<file path="config.mk">
export PLATFORM = sky130hd
export DESIGN_NAME = mem_access_ctrl
export DESIGN_NICKNAME = d
export VERILOG_FILES = /design/src/rtl/mem_access_ctrl.sv
export SDC_FILE = /design/constraint.sdc
export NUM_CORES = 1
export LEC_CHECK = 0
export ABC_CLOCK_PERIOD_IN_PS = 1800
export BUFFER_PORTS_ARGS = -buffer_cell sky130_fd_sc_hd__buf_4
export CORE_UTILIZATION = 44
export DETAILED_ROUTE_END_ITERATION = 10
export GPL_TIMING_DRIVEN = 0
export HOLD_SLACK_MARGIN = 0.15
export PLACE_DENSITY = 0.77
export SYNTH_ARGS = -nofsm -noshare
export SYNTH_HDL_FRONTEND = slang
export SYNTH_SLANG_ARGS = --single-unit
</file>
<file path="constraint.sdc">
create_clock -name clk -period 1.8 [get_ports clk]
set_input_delay 0.36 -clock clk [delete_from_list [all_inputs] [get_ports clk]]
set_output_delay 0.36 -clock clk [all_outputs]
set_load 0.01 [all_outputs]
</file>
<file path="src/rtl/mem_access_ctrl.sv">
// MEM-stage load/store access controller: turns a pipeline request into a word-aligned,
// byte-enabled memory transaction, stalls until ack or timeout, then reports one response.
module mem_access_ctrl #(
   parameter int unsigned TIMEOUT = 255
) (
   input  logic        clk,
   input  logic        rst_n,
   input  logic        req_valid,
   input  logic        req_write,
   input  logic [31:0] req_addr,
   input  logic [31:0] req_wdata,
   input  logic [1:0]  req_size,
   input  logic        req_bitExt,
   output logic        req_ready,
   output logic        stall,
   output logic        mem_req,
   output logic        mem_we,
   output logic [31:0] mem_addr,
   output logic [31:0] mem_wdata,
   output logic [3:0]  mem_be,
   input  logic        mem_ack,
   input  logic [31:0] mem_rdata,
   output logic        rsp_valid,
   output logic [31:0] rsp_data,
   output logic [1:0]  rsp_offset,
   output logic [1:0]  rsp_size,
   output logic        rsp_bitExt,
   output logic        rsp_write,
   output logic        fault,
   output logic [31:0] fault_addr
);

   localparam int unsigned CW = (TIMEOUT > 1) ? $clog2(TIMEOUT) : 1;

   typedef enum logic [1:0] {IDLE, ACCESS, RESP} state_e;

   state_e        state_q, state_d;
   logic [CW-1:0] cnt_q, cnt_d;
   logic [31:0]   addr_q, wdata_q, rdata_q, fault_addr_q;
   logic [3:0]    be_q;
   logic [1:0]    size_q;
   logic          bitext_q, write_q, fault_q;

   logic          legal;
   logic [3:0]    be_calc;
   logic [31:0]   wdata_calc;
   logic          timeout_hit;

   assign timeout_hit = (cnt_q == CW'(TIMEOUT - 1));

   // NOTE: every signal written here gets a default first, so no path can infer a latch.
   always_comb begin
      legal      = 1'b0;
      be_calc    = 4'b0000;
      wdata_calc = req_wdata;
      case (req_size)
         2'd0: begin
            legal   = (req_addr[1:0] == 2'b00);
            be_calc = 4'b1111;
         end
         2'd1: begin
            legal      = ~req_addr[0];
            be_calc    = req_addr[1] ? 4'b0011 : 4'b1100;
            wdata_calc = {2{req_wdata[15:0]}};
         end
         2'd2: begin
            legal      = 1'b1;
            be_calc    = 4'b1000 >> req_addr[1:0];
            wdata_calc = {4{req_wdata[7:0]}};
         end
         default: ;
      endcase
   end

   // NOTE: reset is synchronous, so it only takes effect at a rising edge.
   always_ff @(posedge clk) begin
      if (!rst_n) begin
         state_q <= IDLE;
         cnt_q   <= '0;
      end else begin
         state_q <= state_d;
         cnt_q   <= cnt_d;
      end
   end

   always_comb begin
      state_d = state_q;
      cnt_d   = cnt_q;
      case (state_q)
         IDLE: begin
            cnt_d = '0;
            if (req_valid) state_d = legal ? ACCESS : RESP;
         end
         ACCESS: begin
            if (mem_ack || timeout_hit) state_d = RESP;
            else                        cnt_d   = cnt_q + CW'(1);
         end
         RESP:    state_d = IDLE;
         default: state_d = IDLE;
      endcase
   end

   always_comb begin
      req_ready = 1'b0;
      stall     = 1'b0;
      mem_req   = 1'b0;
      rsp_valid = 1'b0;
      case (state_q)
         IDLE: begin
            req_ready = 1'b1;
            stall     = req_valid;
         end
         ACCESS: begin
            stall   = 1'b1;
            mem_req = 1'b1;
         end
         RESP:    rsp_valid = 1'b1;
         default: ;
      endcase
      mem_we = mem_req & write_q;
   end

   // NOTE: sequential state uses non-blocking assignments so every register samples pre-edge values.
   always_ff @(posedge clk) begin
      if (!rst_n) begin
         addr_q       <= '0;
         wdata_q      <= '0;
         be_q         <= '0;
         size_q       <= '0;
         bitext_q     <= 1'b0;
         write_q      <= 1'b0;
         rdata_q      <= '0;
         fault_q      <= 1'b0;
         fault_addr_q <= '0;
      end else begin
         case (state_q)
            IDLE: if (req_valid) begin
               addr_q   <= req_addr;
               wdata_q  <= wdata_calc;
               be_q     <= be_calc;
               size_q   <= req_size;
               bitext_q <= req_bitExt;
               write_q  <= req_write;
               rdata_q  <= '0;
               fault_q  <= ~legal;
               if (!legal) fault_addr_q <= req_addr;
            end
            ACCESS: begin
               // Ack takes priority over a timeout expiring in the same cycle.
               if (mem_ack) begin
                  rdata_q <= write_q ? 32'h0 : mem_rdata;
                  fault_q <= 1'b0;
               end else if (timeout_hit) begin
                  rdata_q      <= '0;
                  fault_q      <= 1'b1;
                  fault_addr_q <= addr_q;
               end
            end
            default: ;
         endcase
      end
   end

   assign mem_addr   = {addr_q[31:2], 2'b00};
   assign mem_wdata  = wdata_q;
   assign mem_be     = be_q;
   assign rsp_data   = rdata_q;
   assign rsp_offset = addr_q[1:0];
   assign rsp_size   = size_q;
   assign rsp_bitExt = bitext_q;
   assign rsp_write  = write_q;
   assign fault      = fault_q;
   assign fault_addr = fault_addr_q;

endmodule

</file>
Word-level counts from Yosys, hierarchy flattened
Index checks and enable logic that the tools add are counted.
- add/sub/neg operators: 1
- bitwise gates (word level): 3
- mux-type cells: 28
- eq/ne operators: 12
- shifts and indexed selects: 1
- reduce and logical (&&, ||, !) cells: 10
- operator list (operator ; number):
    32-bit 2-to-1 mux ; 8
    32-bit case mux with 2 select lines ; 3
    8-bit case mux with 2 select lines ; 1
    2-bit != test, second input constant ; 6
    4-bit case mux with 3 select lines ; 1
    8-bit by 1-bit adder with 8-bit output, second input constant ; 1
    8-bit == test, second input constant ; 1
    8-bit 2-to-1 mux ; 1
    2-bit zero test ; 3
    1-bit 2-to-1 mux ; 6
    2-bit 2-to-1 mux ; 3
    2-bit AND reduction ; 3
    5-bit AND reduction ; 1
    2-bit by 1-bit == test with 1-bit output, second input constant ; 2
    2-bit == test, second input constant ; 2
    4-bit 2-to-1 mux ; 1
    1-bit case mux with 2 select lines ; 2
    2-bit case mux with 2 select lines ; 1
    4-bit by 2-bit >> shifter with 4-bit output, first input constant ; 1
    3-bit != test, second input constant ; 1
    1-bit case mux with 3 select lines ; 1
    3-bit AND reduction ; 1
    1-bit NOT ; 2
    2-bit nonzero test ; 1
    other kinds (2) ; 2
- logic and storage cells: 66
- output and inout port bits: 144
- input bits: 104
- register bits: 147

Longest topological paths before layout
Gate-level depths: netlist of the first run.
- depth in word-level cells: 5
- depth in mapped cells: 8
- depth with buffers taken out: 6

Worst setup path before layout of the first run
No wires, ideal clock.
- path type: input -> register
- from: in req_size[1]
- to: reg fault_addr_q[23] (netlist: fault_addr[23])
- required time: 1681 ps
- arrival: 1680 ps
- cell stages on the path: 7
- setup slack: 1 ps
- buffers on the path: 1
- setup time: 119 ps
- cells stage by stage: inv_1 ha_1 nor2_2 a221o_1 o211a_4 buf_6 o221a_1
- word-level cells in the longest chain between the ends: 4
- elaborated cells on any way between the ends: 6
- those cells by class: 3 x eq/ne; 1 x mux; 2 x reduce/logical
- ends and longest elaborated chain (what ; RTL line ; RTL):
    start: declaration ; 12 ; input logic [1:0] req_size,
    2-bit == test, or another cell as far along ; 56 ; case (req_size)
    1-bit case mux with 3 select lines (*) ; 56 ;
    2-bit != test (no line) (*) ; -- ;
    5-bit AND reduction (no line) (*) ; -- ;
    end signal: assignment ; 146 ; if (!legal) fault_addr_q <= req_addr;
    end signal: assignment ; 156 ; fault_addr_q <= addr_q;
    end: declaration ; 39 ; logic [31:0] addr_q, wdata_q, rdata_q, fault_addr_q;
Mark *: on every way between the ends. The rest lies on a longest branch, timed or not.
A chain may end at the register's enable or synchronous reset.

Final worst setup path of the first run
- from: reg state_q[1]
- to: out mem_we
- word-level cells in the longest chain between the ends: 3
- ends and longest elaborated chain (what ; RTL line ; RTL):
    start: declaration ; 37 ; state_e state_q, state_d;
    start signal: assignment ; 81 ; state_q <= state_d;
    2-bit by 1-bit == test with 1-bit output ; 108 ; case (state_q)
    1-bit 2-to-1 mux ; 108 ;
    1-bit bitwise AND ; 120 ; mem_we = mem_req & write_q;
    end: declaration ; 17 ; output logic mem_we,
No other way between the ends.

==> results of run 1 <==
## worst max-delay path: cells and delay by family (launching register included)
kind	cells	cell delay (ns)
buffers and inverters	4	0.35
DFF	1	0.33
and+or+nand+nor	2	0.31
## kinds of logic (layout without fill, tap and decap cells)
family / Yosys count / after routing / synth area share (%)
AOI/OAI and AO/OA: 211 / 211 / 25.9
adders and majority gates: 6 / 6 / 1.24
buffers and inverters: 74 / 373 / 5.73
DFF: 147 / 147 / 48.7
muxes: 1 / 1 / 0.186
other: 1 / 2 / 0.0620
and+or+nand+nor: 248 / 248 / 18.2
## cells in the final DEF (no fill, tap or decap), drive strengths merged
| master | count |
|---|---|
| or3 | 5 |
| o211a | 8 |
| dlygate4sd3 | 13 |
| o311ai | 1 |
| mux2 | 1 |
| or3b | 1 |
| a22o | 41 |
| nor2 | 8 |
| a221oi | 1 |
| nor2b | 3 |
| a21oi | 82 |
| nand2 | 168 |
| o21ba | 1 |
| nand2b | 19 |
| buf | 280 |
| o31ai | 3 |
| bufinv | 3 |
| nand3 | 36 |
| clkinvlp | 4 |
| and2 | 1 |
| ha | 6 |
| a221o | 1 |
| o211ai | 2 |
| clkbuf | 51 |
| dfxtp | 147 |
| o21ai | 29 |
| nor4 | 1 |
| inv | 16 |
| o221a | 32 |
| or4 | 2 |
| conb | 2 |
| a211oi | 1 |
| a311oi | 1 |
| o21a | 1 |
| nand4 | 3 |
| o221ai | 7 |
| nor3 | 1 |
| clkinv | 6 |
## stage by stage
step / hold slack (ns) / total power, mW / cell area [sq um] / cells
detailed placement: 0.450 / 5.31 / 8100 / 1109
floorplan: 0.465 / 4.49 / 6050 / 689
global route: 0.153 / 9.27 / 9040 / 1164
global placement: 0.441 / 5.29 / 8100 / 1109
finish: 0.162 / 8.92 / 9040 / 1164
CTS: 0.151 / 8.90 / 8900 / 1158
## flip-flops by register name, indices dropped and copies added (netlist names)
name	cells
state_q	2
rsp_write	1
rsp_data	32
rsp_bitExt	1
rsp_size	2
mem_wdata	32
fault_addr	32
mem_be	4
addr_q	32
cnt_q	8
fault	1
## routing by layer
metal  vias to the layer above  track usage (%)  wire [um]
met2                       300             47.5       9710
met1                      2937             33.7       8210
li1                       3009                -          -
met4                         0             10.1        460
met5                         -                0          0
met3                        40             9.05       1800
## power groups by stage
| stage | combinational (mW) | sequential (mW) | clock [mW] |
|---|---|---|---|
| finish | 1.71 | 3.65 | 3.56 |
| global route | 1.84 | 3.68 | 3.75 |
| CTS | 1.65 | 3.65 | 3.60 |
| detailed placement | 1.60 | 3.71 | 0 |
| global placement | 1.58 | 3.71 | 0 |
| floorplan | 0.691 | 3.80 | 0 |
## path summary, 6_finish.rpt
check	endpoint	slack, ns	cells after the start	startpoint
setup reg to reg	fault_addr[27]$_SDFFE_PN0P_	0.08	7	cnt_q[0]$_SDFFE_PN0P_
hold / removal	rsp_data[10]$_SDFFE_PN0P_	0.16	2	mem_rdata[10]
hold reg to reg	mem_be[0]$_SDFFE_PN0P_	0.46	2	mem_be[0]$_SDFFE_PN0P_
setup / recovery	mem_we	0.02	6	state_q[1]$_SDFFE_PN0P_
## layout make-up
type | count | area [sq um] | share of cell area (%)
Sequential cell | 147 | 2950 | 32.6
Timing Repair Buffer | 268 | 2050 | 22.7
Clock inverter | 14 | 163 | 1.80
Buffer | 58 | 339 | 3.75
Inverter | 15 | 63.8 | 0.706
Multi-Input combinational cell | 468 | 2830 | 31.3
Tap cell | 176 | 220 | 2.44
Clock buffer | 18 | 429 | 4.75
## repair_timing
item,4_1_cts,5_1_grt
endpoints found under the hold margin,12,1
buffers inserted,5,6
resized for setup,14,42
pin swaps,1,0
endpoints found under the setup margin,73,121
hold buffers,12,1
==> impl_results.md, run 1 <==
- Outcome: finished clean
- FF+latch count, synth: roughly 150
- Vias in the first global route: around 6100
- PortBufs: 244
- Layout fillers: about 1100
- Ports: 248
- Worst-path clk slew: ~0.060 ns
- Tightest Hold Check Type: input pin to flip-flop
- Combinational share of power: 19.1%
- Syn Area/Cell: 8.79 sq um
- Max frequency: 561 MHz
- Final worst path period need: 1.78 ns
- Rows: 42
- Minimum setup slack after placement: -0.385 ns
- Critical Path Sink Type: output port
- Async SR Flop Fraction: 0%
- Final wirelength: roughly 20000 um
- GRT overflow: 0
- Die area: 14200 sq um
- Power Density: 986 nW/um^2
- GP Congestion: 0.813
- Cell count after synthesis: 688
- Initial DRC Count: 572
- Maximum vdd drop: about 0.92 mV
- Cell mode on critical path: buf_6
- Initial antenna violation count: 0
- Setup CP Type: flip-flop to output port
- Nets: 1085
- First-pass GRT wire length: 31200 um
- Die Span X: 119 um
- Total GRT Usage: between 20% and 30%
- Clock power share: about 40%
- 1st-pass router iterations: 5
- TritonCTS Buffers: 17
- Area contributors post-synth: dfxtp_1, nand2_1, a21oi_1, a22o_1, o221a_1
- Final Hold Viols: 0
- Setup TNS: 0 ns
- Rel. slew slack: 51.5%
- Worst stage delay on the critical path: 0.33 ns
- Clock Sinks: between 100 and 150
- Share of layout cells above drive strength 1: 35.3%
- Vias per cell: 5.40
- Crit start category: flip-flop
- CP cell instances: buf_6 -> nand2b_4 -> inv_8 -> buf_8 -> and2_4 -> buf_6
- Estimated wirelength of the detail-placed design: about 14000 um
- Area of the mapped netlist: 6050 sq um
- Crit path max-delay cell type: dfxtp_2
- Req. time, crit path: 1.44 ns
- Cell taking the most area after synthesis: dfxtp_1
- Measured slew at the worst slew-check pin: 0.719 ns
- Final design utilization: 67.7%
- H-tree depth: 4
- Sw frac: between 20 and 30%
- Distinct cells, synth: 48
- Post-synth top flop: dfxtp_1
- Reg power frac: between 40% and 50%
- Post-route setup slack: between 0.015 and 0.02 ns
- Area Overhead vs Synth: 49.5%
- Antenna diodes: 0
- Internal: roughly 6.5 mW
- Root Driver: clkbuf_16
- Starting density of the core: 45.3%
- Die H: 119 um
- Routed Antenna Nets: 0
- Largest net degree at the start of global routing: 17
- Critical path arrival: 1.42 ns
- Synth Warn #: 0
- Post-synth top cells: nand2_1, dfxtp_1, a21oi_1
- Final setup viols: 0
- Final max-slew violation count: 0
- RSZ-0062 raised after global routing: true
- Worst skew pair latency: 0.42 ns
- Post-synth top area share: 48.7%
- EDFF count, synth: 0
- Core footprint: 13300 sq um
- Maximum fanout along the worst path: 4
- Leakage power: 4.10 nW
- MaxCap Viol Count: 0
- Period utilization: around 100%
- Setup Skew: 0.00542 ns
- Drt drc: 0
- Most common cell in the netlist: nand2_1
- CTS Buffer Depth: 2
- Via count: 6286
- Routed len/inst: 17.3 um
- Register area share after synthesis: 48.7%
- Net switching power figure: 2.42 mW
- CTS tree: yes
No activity file was read; power rests on OpenSTA's default activity.
==> run 2, diff against run 1 <==
Settings changed: ABC_CLOCK_PERIOD_IN_PS 1800 to 1600, RECOVER_POWER set to 100.
Clock period 1.8 ns to 1.6 ns, I/O delays scaled along.
==> run 2 against run 1 <==
  * Critical endpoint unchanged
  * Clock power grew 9.0%
  * Power is 13% higher
  * Setup slack worse by 0.13 ns
  * The flow now finishes with violations (negative setup slack)
  * First-iteration DRC count decreased by 17%
  * Sequential share of layout area decreased by 0.95 points
==> impl_results.md, run 2 (same netlist as run 1, synthesis figures left out) <==
- Setup Skew: 0.00832 ns
- Estimated wirelength of the detail-placed design: 14000 um
- Worst-path clk slew: roughly 0.060 ns
- Root Driver: clkbuf_16
- Final max-slew violation count: 0
- Placed cell area: 8170 sq um
- Nets: 1141
- Maximum fanout along the worst path: 5
- Most frequent cells in the layout: nand2_1, clkbuf_1, dfxtp_1
- Most common cell after layout, fill and taps aside: nand2_1
- Leakage power: 3.88 nW
- Layout fillers: ~1100
- Routed len/inst: 18.7 um
- Drt drc: 0
- PortBufs: 244
- H-tree depth: 4
- Initial antenna violation count: 0
- Failing checks: negative setup slack
- Vias in the first global route: 6540
- Die Span X: 119 um
- Maximum vdd drop: 0.788 mV
- Power Density: 1080 nW/um^2
- Met3 Use GR: under 10%
- Minimum setup slack after placement: -0.501 ns
- Final worst path period need: between 1.5 and 2 ns
- Vias per cell: 5.55
- Worst skew pair latency: 0.42 ns
- Max frequency: a little under 600 MHz
- Antenna diodes: 0
- Critical Path Sink Type: output port
- MaxCap Viol Count: 0
- Outcome: complete, but fails checks
- Final Hold Viols: 0
- Routed Antenna Nets: 0
- Final wirelength: 22700 um
- Fin area: 9350 sq um
- Grt peak-use layer: met2
- Die H: 119 um
- Met2 Resource Use GR: between 50 and 60%
- Setup CP Type: flip-flop to output port
- Share of layout cells above drive strength 1: between 20% and 30%
- Largest net degree at the start of global routing: 17
- Setup TNS: -3.05 ns
- GP Congestion: 0.818
- Req. time, crit path: 1.28 ns
- CTS tree: yes
- Final setup viols: 66
- Area Overhead vs Synth: 54.6%
- Total GRT Usage: between 30% and 40%
- Post-route setup slack: -0.108 ns
- Rel. slew slack: 53.5%
- Period utilization: 107%
- Core footprint: 13300 sq um
- Critical path arrival: about 1.4 ns
- Rows: 42
- Final design utilization: 70.0%
- Tightest Hold Check Type: input pin to flip-flop
- Ports: around 250
- First-pass GRT wire length: between 30000 and 40000 um
- Die area: 14200 sq um
- TritonCTS Buffers: 17
- GRT overflow: 0
- CTS Buffer Depth: 2
- Crit start category: flip-flop
- Clock Sinks: 147
- RSZ-0062 raised after global routing: true
- Via count: 6763
- 1st-pass router iterations: 5
- Measured slew at the worst slew-check pin: 0.690 ns
- Initial DRC Count: 472
- Starting density of the core: roughly 45%
- Met1 usage: 37.0%
==> run 2: cell count changes in the layout (fill, tap and decap cells not counted), sizes merged <==
| cell | delta |
|---|---|
| buf | -98 |
| bufinv | -1 |
| clkbuf | +135 |
| clkinv | -4 |
| clkinvlp | +1 |
| dlygate4sd3 | +22 |
| inv | -1 |
==> run 2: per-stage QoR <==
step / cells / hold WS (ns) / total power, mW
after floorplan: 689 / 0.453 / 5.06
after global placement: 1109 / 0.441 / 5.97
after detailed placement: 1109 / 0.450 / 6.00
after CTS: 1210 / 0.150 / 10.1
after global routing: 1218 / 0.154 / 10.4
final: 1218 / 0.157 / 10.1
==> run 2: worst paths after layout <==
| path | start | end | slack (ns) | depth (start not counted) |
|---|---|---|---|---|
| max | state_q[1]$_SDFFE_PN0P_ | mem_we | -0.11 | 5 |
| min | req_addr[16] | addr_q[16]$_SDFFE_PN0P_ | 0.16 | 3 |
| max reg2reg | state_q[1]$_SDFFE_PN0P_ | rsp_data[26]$_SDFFE_PN0P_ | -0.10 | 8 |
| min reg2reg | mem_be[3]$_SDFFE_PN0P_ | mem_be[3]$_SDFFE_PN0P_ | 0.45 | 2 |
==> run 2: final cells by class <==
| type | count | area, sq um | share of cell area (%) |
|---|---|---|---|
| sequential | 147 | 2960 | 31.6 |
| multi-input combinational | 468 | 2920 | 31.2 |
| timing repair buffer | 327 | 2190 | 23.4 |
| clock buffer | 21 | 460 | 4.93 |
| buffer | 55 | 409 | 4.38 |
| tap | 176 | 220 | 2.36 |
| clock inverter | 9 | 108 | 1.15 |
| inverter | 15 | 87.6 | 0.937 |
==> run 2: what timing repair did <==
action / CTS / global route
gates cloned: 7 / 2
buffers inserted: 31 / 11
endpoints found under the setup margin: 135 / 150
gates resized for setup: 85 / 47
hold buffers: 35 / 0
pin swaps: 11 / 14
endpoints found under the hold margin: 35 / 0
==> run 2: power by group <==
part | total, mW | switching [mW] | internal [mW]
Sequential | 4.11 | 0.176 | 3.93
Clock | 3.88 | 1.53 | 2.35
Combinational | 2.07 | 1.11 | 0.958
==> run 2: layer usage <==
metal,up-vias,part of all wire (%)
met3,58,9.1
li1,3124,-
met1,3220,40
met5,-,0
met4,0,2.4
met2,361,48
==> run 2: critical path: stages (launching register included) <==
cell,delay (ns)
dfxtp_4,0.37
nand2b_4,0.18
inv_8,0.04
buf_8,0.11
and2_4,0.15
buf_6,0.11
